$ cat src/rtl/counter_pkg.sv
// Shared constants and helpers for the event/cycle counter.
package counter_pkg;

  localparam int DEFAULT_WIDTH = 4;

  function automatic int max_count_of(input int width);
    return (1 << width) - 1;
  endfunction

endpackage

$ cat src/rtl/counter_4bit_tc_detect.sv
// Terminal-count detect for counter_4bit.
// Wrap mode gates the compare with enable; saturate mode does not.
module counter_tc_detect
  import counter_pkg::*;
#(
  parameter int              WIDTH    = DEFAULT_WIDTH,
  parameter logic [WIDTH-1:0] MAX_COUNT = WIDTH'(max_count_of(WIDTH)),
  parameter bit              SATURATE = 1'b0
) (
  input  logic             clear,
  input  logic             enable,
  input  logic [WIDTH-1:0] count,
  output logic             tc
);

  logic at_max;

  assign at_max = (count == MAX_COUNT);

  always_comb begin
    tc = 1'b0;
    if (!clear) begin
      if (SATURATE) tc = at_max;
      else          tc = enable & at_max;
    end
  end

endmodule

$ cat src/rtl/counter_4bit.sv
// Up-counter with enable, sync reset and terminal-count flag.
// Define COUNTER_SATURATE_EN to hold at MAX_COUNT instead of wrapping.
module counter_4bit
  import counter_pkg::*;
#(
  parameter int               WIDTH     = DEFAULT_WIDTH,
  parameter logic [WIDTH-1:0] MAX_COUNT = WIDTH'(max_count_of(WIDTH))
) (
  input  logic             clock,
  input  logic             reset,
  input  logic             enable,
  output logic [WIDTH-1:0] counter_out,
  output logic             tc
);

`ifdef COUNTER_SATURATE_EN
  localparam bit SATURATE = 1'b1;
`else
  localparam bit SATURATE = 1'b0;
`endif

  logic [WIDTH-1:0] count_q;
  logic [WIDTH-1:0] count_d;

  always_comb begin
    count_d = count_q;
    if (enable) begin
      if (count_q == MAX_COUNT)
        count_d = SATURATE ? MAX_COUNT : '0;
      else
        count_d = count_q + WIDTH'(1);
    end
  end

  always_ff @(posedge clock) begin
    if (reset) count_q <= '0;
    else       count_q <= count_d;
  end

  assign counter_out = count_q;

  counter_tc_detect #(
    .WIDTH     (WIDTH),
    .MAX_COUNT (MAX_COUNT),
    .SATURATE  (SATURATE)
  ) u_tc (
    .clear  (reset),
    .enable (enable),
    .count  (count_q),
    .tc     (tc)
  );

endmodule

$ cat config.mk
export PLATFORM = sky130hd
export DESIGN_NAME = counter_4bit
export DESIGN_NICKNAME = d
export VERILOG_FILES = /design/src/rtl/counter_pkg.sv /design/src/rtl/counter_4bit_tc_detect.sv /design/src/rtl/counter_4bit.sv
export SDC_FILE = /design/constraint.sdc
export NUM_CORES = 1
export LEC_CHECK = 0
export ABC_AREA = 1
export CAP_MARGIN = 30
export CORE_AREA = 2 2 39 41
export DETAILED_ROUTE_END_ITERATION = 10
export DIE_AREA = 0 0 41 43
export PLACE_DENSITY_LB_ADDON = 0.1
export SYNTH_ARGS = -nofsm -noshare
export SYNTH_HDL_FRONTEND = slang
export SYNTH_SLANG_ARGS = --single-unit
$ cat constraint.sdc
create_clock -name clock -period 2.7 [get_ports clock]
set_input_delay 0.81 -clock clock [delete_from_list [all_inputs] [get_ports clock]]
set_output_delay 0.81 -clock clock [all_outputs]
set_load 0.1 [all_outputs]
==> metrics list <==
- On the final layout, the worst clock skew is 0.00923 ns.
* Synthesized cell area: 203 sq um
- The later pin in the worst-skew pair is clocked with a latency of 0.24 ns.
- Final critical-path required period: 2.55 ns
- I/O pin cnt: 8
- After detailed routing, the number of vias per cell comes to 3.58.
- Placed Cells incl. Taps: 49
- The first global-routing pass estimated 848 um of wire.
- The total overflow left after global routing is 0.
* Leak pwr: 0.138 nW
* Number of remaining DRC errors: 0
* Initial antenna violation count: 0
- Worst setup SP type: primary input
- Setup total negative slack on the finished layout was measured at 0 ns.
- Capture point of the worst path: tc
* Area of the core region: 1380 sq um
* Proportion of layout cells with a drive suffix above 1: 0.459
- Via Count: 190
* Setup-violating endpoint count in the final report: 0
- Total of warnings raised by yosys: 0
- Internal power summed over all cells: 0.133 mW
* Worst setup path startpoint: enable
- In this run the core area contains 14 standard-cell rows.
- Die footprint: 1760 sq um
* Measured slew at the worst slew-check pin: 0.281 ns
- Commonest cells after routing, fill and taps aside: sky130_fd_sc_hd__buf_4, sky130_fd_sc_hd__nor2_1, sky130_fd_sc_hd__nand2_1, sky130_fd_sc_hd__clkbuf_4, sky130_fd_sc_hd__dfxtp_2
- Hold Violations, Final: 0
* Seq/Total Area, Yosys: 0.395
* Clock power frac: 0.433
- Data arrives at the worst endpoint at 1.74 ns.
- Initial core utilization: 0.146
* Sequential fraction of design power: 0.338
- The detailed router finished its first iteration with 2 violations.
- The number of global-route vias before repair was 212.
* Relative slew margins: 0.814
- Reg-to-reg slack, setup: 1.60 ns
* Fill cells: 149
- In this run the clock root is driven by a sky130_fd_sc_hd__clkbuf_4.
* Worst-path fanout max: 2
* Die W: 41 um
* Number of nets in the synthesized netlist: 29
- Sink Count: 4
* Post-Route WL: 516 um
- Total iterations of the first detailed-routing run: 2
* Fmax achieved: 0.393 GHz
- The area growth from synthesis to layout is 68.5%.
- STA puts the critical path data required time at 1.89 ns.
- Startpoint of the worst register-to-register path: counter_out[0]$_SDFFE_PP0P_
- The library cell used most frequently in the layout, excluding fill and tap cells, is sky130_fd_sc_hd__buf_4.
- In this run, post-CTS repair resized a total of 0 instances.
- Largest net degree at the start of global routing: 6
- Post-layout instance count excluding filler cells: 53
- Of the available clock period, the critical path in the final layout requires 0.943.
- In this run the critical register-to-register path is captured at counter_out[3]$_SDFFE_PP0P_.
- Worst vdd ir: 0.174 mV
- CTS built an H-tree with a depth of 1.
* Number of buffers created by CTS: 3
- The number of slew-limit violations in the final report is 0.
- The flow ran to the end, and the final reports show no timing, DRC or antenna violations.
* Number of flip-flops in the largest register: 4
- Number of synthesized register bits: 4
- In the synthesized netlist, the number of instances is 25.
* Net switching power figure: 0.0663 mW
- TritonCTS clock tree: yes
- After clock tree synthesis, the clock-pin slew on the worst setup and hold paths is 0.04 ns.
* Unrepaired setup endpoints after global routing: no
- Mapped Avg Cell Area: 8.11 sq um
* Buffers on Ports: 7
* Number of violations of the max-capacitance limit: 0
- Unique cell type count in the Yosys netlist: 14
* Post-CTS setup buffer count: 0
* Pwr/cell area: 582 nW/um^2
* Routability cong.: 0.690
* Final layout net count: 42
- Number of nets with antenna violations after routing: 0
- Of the total power, the share spent switching nets is 0.334.
* Post-cts hold buffer count: 0
* Class of the worst hold path: reg -> reg
- Critical path start-end classification: in -> out
- Wirelength per Cell: 9.74 um
- For the worst flop-to-flop path, the logic depth is 6.
* Y dimension of the die: 43 um
- Portion of total power attributed to combinational logic: 0.229
- In this run the deepest clock path goes through 2 buffers.
* Overall routing resource usage: 0.0822
* Type of destination of the critical path: output pin
- # diodes: 0
-- per-layer routing --
layer	vias to the layer above	share of wire	GRT usage
met1	78	0.42	0.0863
met4	0	0.019	0.120
met5	-	0	0
met2	5	0.48	0.0938
met3	2	0.072	0.0366
li1	105	-	-
-- cells in the mapped netlist --
cell type,instances,share of area
sky130_fd_sc_hd__nand3_1,1,0.025
sky130_fd_sc_hd__nand2_1,3,0.056
sky130_fd_sc_hd__ha_1,1,0.062
sky130_fd_sc_hd__nor3b_1,1,0.037
sky130_fd_sc_hd__mux2i_1,1,0.049
sky130_fd_sc_hd__buf_6,1,0.056
sky130_fd_sc_hd__xnor2_1,1,0.043
sky130_fd_sc_hd__dfxtp_1,4,0.40
sky130_fd_sc_hd__nor2_1,4,0.074
sky130_fd_sc_hd__o21ai_1,1,0.025
sky130_fd_sc_hd__inv_1,1,0.019
sky130_fd_sc_hd__a21oi_1,1,0.025
sky130_fd_sc_hd__nand2_2,2,0.062
sky130_fd_sc_hd__nor3_1,3,0.074
-- power groups by stage --
stage	Combinational [mW]	Clock [mW]	Sequential (mW)
6_report	0.0456	0.0861	0.0672
5_1_grt	0.0489	0.0936	0.0678
4_1_cts	0.0459	0.0920	0.0671
3_5_place_dp	0.0456	0	0.0681
3_3_place_gp	0.0454	0	0.0680
2_1_floorplan	0.0108	0	0.0910
-- logic make-up after synthesis --
| group | Yosys count | synth area share |
|---|---|---|
| adders and majority gates | 1 | 0.0617 |
| xor gates and xnor gates | 1 | 0.0432 |
| muxes | 1 | 0.0494 |
| and+or+nand+nor | 14 | 0.327 |
| buffers and inverters | 2 | 0.0741 |
| AOI/OAI and AO/OA | 2 | 0.0493 |
| DFF | 4 | 0.395 |
-- layout make-up --
type / instances / area, sq um / area share
inverters: 1 / 3.75 / 0.0110
multi-input cells: 19 / 119 / 0.348
repair buffers: 9 / 85.1 / 0.249
flip-flops and latches: 4 / 87.6 / 0.256
well taps: 16 / 20.0 / 0.0586
clock buffers: 4 / 26.3 / 0.0769
-- per-stage QoR --
| stage | area (sq um) | worst slack [ns] | util | hold slack, ns | total power [mW] |
|---|---|---|---|---|---|
| 6_report | 342 | 0.155 | 0.247 | 0.519 | 0.199 |
| 3_5_place_dp | 315 | 0.147 | 0.228 | 0.519 | 0.114 |
| 4_1_cts | 342 | 0.137 | 0.247 | 0.526 | 0.205 |
| 3_3_place_gp | 315 | 0.155 | 0.228 | 0.508 | 0.113 |
| 2_1_floorplan | 221 | 0.00303 | - | 0.676 | 0.102 |
| 5_1_grt | 342 | 0.105 | 0.247 | 0.587 | 0.210 |
-- worst max-delay path: stages --
cell and delay, ns:
sky130_fd_sc_hd__clkdlybuf4s50_1 0.49, sky130_fd_sc_hd__nand2_2 0.08, sky130_fd_sc_hd__nor3_4 0.15, sky130_fd_sc_hd__buf_12 0.20
-- worst min-delay path by stage --
stage,startpoint,endpoint,slack (ns),cells past startpoint
final,counter_out[1]$_SDFFE_PP0P_,counter_out[1]$_SDFFE_PP0P_,0.52,2
after global routing,counter_out[1]$_SDFFE_PP0P_,counter_out[1]$_SDFFE_PP0P_,0.59,2
after CTS,counter_out[1]$_SDFFE_PP0P_,counter_out[1]$_SDFFE_PP0P_,0.53,2
after detailed placement,counter_out[1]$_SDFFE_PP0P_,counter_out[1]$_SDFFE_PP0P_,0.52,2
after global placement,counter_out[1]$_SDFFE_PP0P_,counter_out[1]$_SDFFE_PP0P_,0.51,2
after floorplan,counter_out[0]$_SDFFE_PP0P_,counter_out[0]$_SDFFE_PP0P_,0.68,2
No activity file was read; power rests on OpenSTA's default activity.
==> variant, RTL diff (same flow settings) <==
Change the package constant `DEFAULT_WIDTH` from 4 to 6.
--- a/src/rtl/counter_pkg.sv
+++ b/src/rtl/counter_pkg.sv
@@ -1,7 +1,7 @@
 // Shared constants and helpers for the event/cycle counter.
 package counter_pkg;
 
-  localparam int DEFAULT_WIDTH = 4;
+  localparam int DEFAULT_WIDTH = 6;
 
   function automatic int max_count_of(input int width);
     return (1 << width) - 1;
Ports: changed (resized counter_out); port bits go from 8 to 10. No check against the original RTL was run, so the function may have changed too.
==> variant against the original RTL <==
Hold slack improved by 14 ps; non-clock buffer count is 2 higher; final area rose by 34%; area after synthesis grew 48%; sequential share of layout area grew 1.4 points; sequential cell count increased by 2; routed wire length up 18%; total power up 11%; setup slack improved by 130 ps; clock power is 4.5% lower; synthesized cell count grew 80%; critical path type unchanged; highest routed layer is now met3.
==> variant: results (changes against the original RTL) <==
[clock_tree]
cts.clk_slew.worst_paths_ps = 50
cts_setup_buffers = 0  ; unchanged
h-tree-depth = 1  ; unchanged
numCtsBuffers = 3  ; unchanged
clockBufferDepth = 2  ; unchanged
root_buffer = clkbuf_4  ; unchanged
cts.repair.resized = 0  ; unchanged
worstSkewPairLatency_ps = 240  ; about the same

[hold_path]
hp-class = flip-flop to flip-flop  ; unchanged
hold_depth = 2  ; unchanged

[global_route]
track_usage = 0.0995  ; was 0.0822
antenna_found_initial = 0  ; unchanged
grt_first_pass_wirelength_mm = 1.15  ; was 848 um
grt_pass1_vias = 295  ; was 212
grt_max_degree = 7  ; was 6

[critical_path]
crit_arrival_ps = 1600  ; was 1740 ps
reg2reg_depth = 7  ; was 6
path_max_fanout = 3  ; was 2

[logic_synthesis]
dominantRegCellSynth = dfxtp_1  ; unchanged
synth_area_leaders = dfxtp_1 40%, nand2_1 14%, inv_1 8.8%  ; was dfxtp_1 40%, nor3_1 7.4%, nor2_1 7.4%
synth_compound_area_frac = 0.105  ; was 0.0494
synth_nets = 49  ; was 29
ys_seq_area_frac = 0.402  ; was 0.395
synth-xor-area-share = 0  ; was 0.0432
yosys-top-cells-count = 11 x nand2_1, 7 x inv_1, 6 x dfxtp_1, 6 x nor2_1  ; was 4 x dfxtp_1, 4 x nor2_1, 3 x nand2_1, 3 x nor3_1, 2 x nand2_2
async_reset_ff_frac = 0  ; unchanged
synth.area.mux_share = 0  ; was 0.0494
synth_cell_types = 12  ; was 14
yosysWarnings = 0  ; unchanged
synthAdderAreaFrac = 0.0418  ; was 0.0617

[drt]
dr.first_iter.drc_count = 6  ; was 2
vias_per_cell = 3.97  ; was 3.58
first_pass_iters = 3  ; was 2
wl_per_cell_um = 8.09  ; was 9.74 um

[sta]
finalSetupTns_ps = 0  ; unchanged
slew-limit-headroom = 0.816  ; was 0.814
skew_ps = 0.952  ; was 9.23 ps

[pwr]
cellLeakagePower_nw = 0.212  ; was 0.138 nW
ir_worst_vdd_mv = 0.216  ; was 0.174 mV

[placed_design]
dp_hpwl_um = 508
globalplace.congestion = 0.707  ; was 0.690
postPlaceCellArea_um2 = 430  ; was 315 um2
port_buffers = 9  ; was 7

[finish]
drive_gt1_frac = 0.356  ; was 0.459
final_nets = 65  ; was 42
largest_reg_flops = 6  ; was 4
num_antenna_cells = 0  ; unchanged

[run_status]
status = completed  ; unchanged

[variant: logic make-up after synthesis]
logic type                 count (synthesis)
adders and majority gates                  1
buffers and inverters                      7
AOI/OAI and AO/OA                          6
and+or+nand+nor                           25
DFF                                        6
[variant: worst paths after layout]
| check | startpoint | end | slack (ps) |
|---|---|---|---|
| worst max register to register | counter_out[0] | counter_out[4] | 1530 |
| worst min register to register | counter_out[4] | counter_out[4] | 530 |
| worst min-delay path | counter_out[4] | counter_out[4] | 530 |
| worst max-delay path | reset | tc | 290 |
[variant: metal layers]
metal  share of wire  up-vias  track usage
met5               0        -            0
met3           0.046        0       0.0524
li1                -      170            -
met2            0.49        4        0.131
met4               0        0       0.0600
met1            0.46      124        0.123
[variant: layout make-up]
| type | instances | area [um2] |
|---|---|---|
| Timing Repair Buffer | 11 | 103 |
| Inverter | 7 | 26.3 |
| Fill cell | 148 | 926 |
| Tap cell | 16 | 20.0 |
| Sequential cell | 6 | 124 |
| Multi-Input combinational cell | 32 | 163 |
| Clock buffer | 3 | 22.5 |
[variant: worst max-delay path, cell delays in order]
cell and delay (ps):
clkdlybuf4s50_1 480, nor2_4 130, buf_12 180
[variant: where the power goes]
part | switching (mW) | total [mW] | leakage [nW] | internal (mW)
clock | 0.0320 | 0.0822 | 0.0138 | 0.0503
sequential | 0.00341 | 0.0959 | 0.0499 | 0.0925
combinational | 0.0305 | 0.0417 | 0.148 | 0.0112
[variant: metrics by stage]
stage	hold slack (ps)	instances	worst slack, ps
6_report	532	75	290
5_1_grt	577	75	249
4_1_cts	533	75	26.4
3_5_place_dp	526	72	33.5
3_3_place_gp	529	72	19.0
2_1_floorplan	747	45	6.16
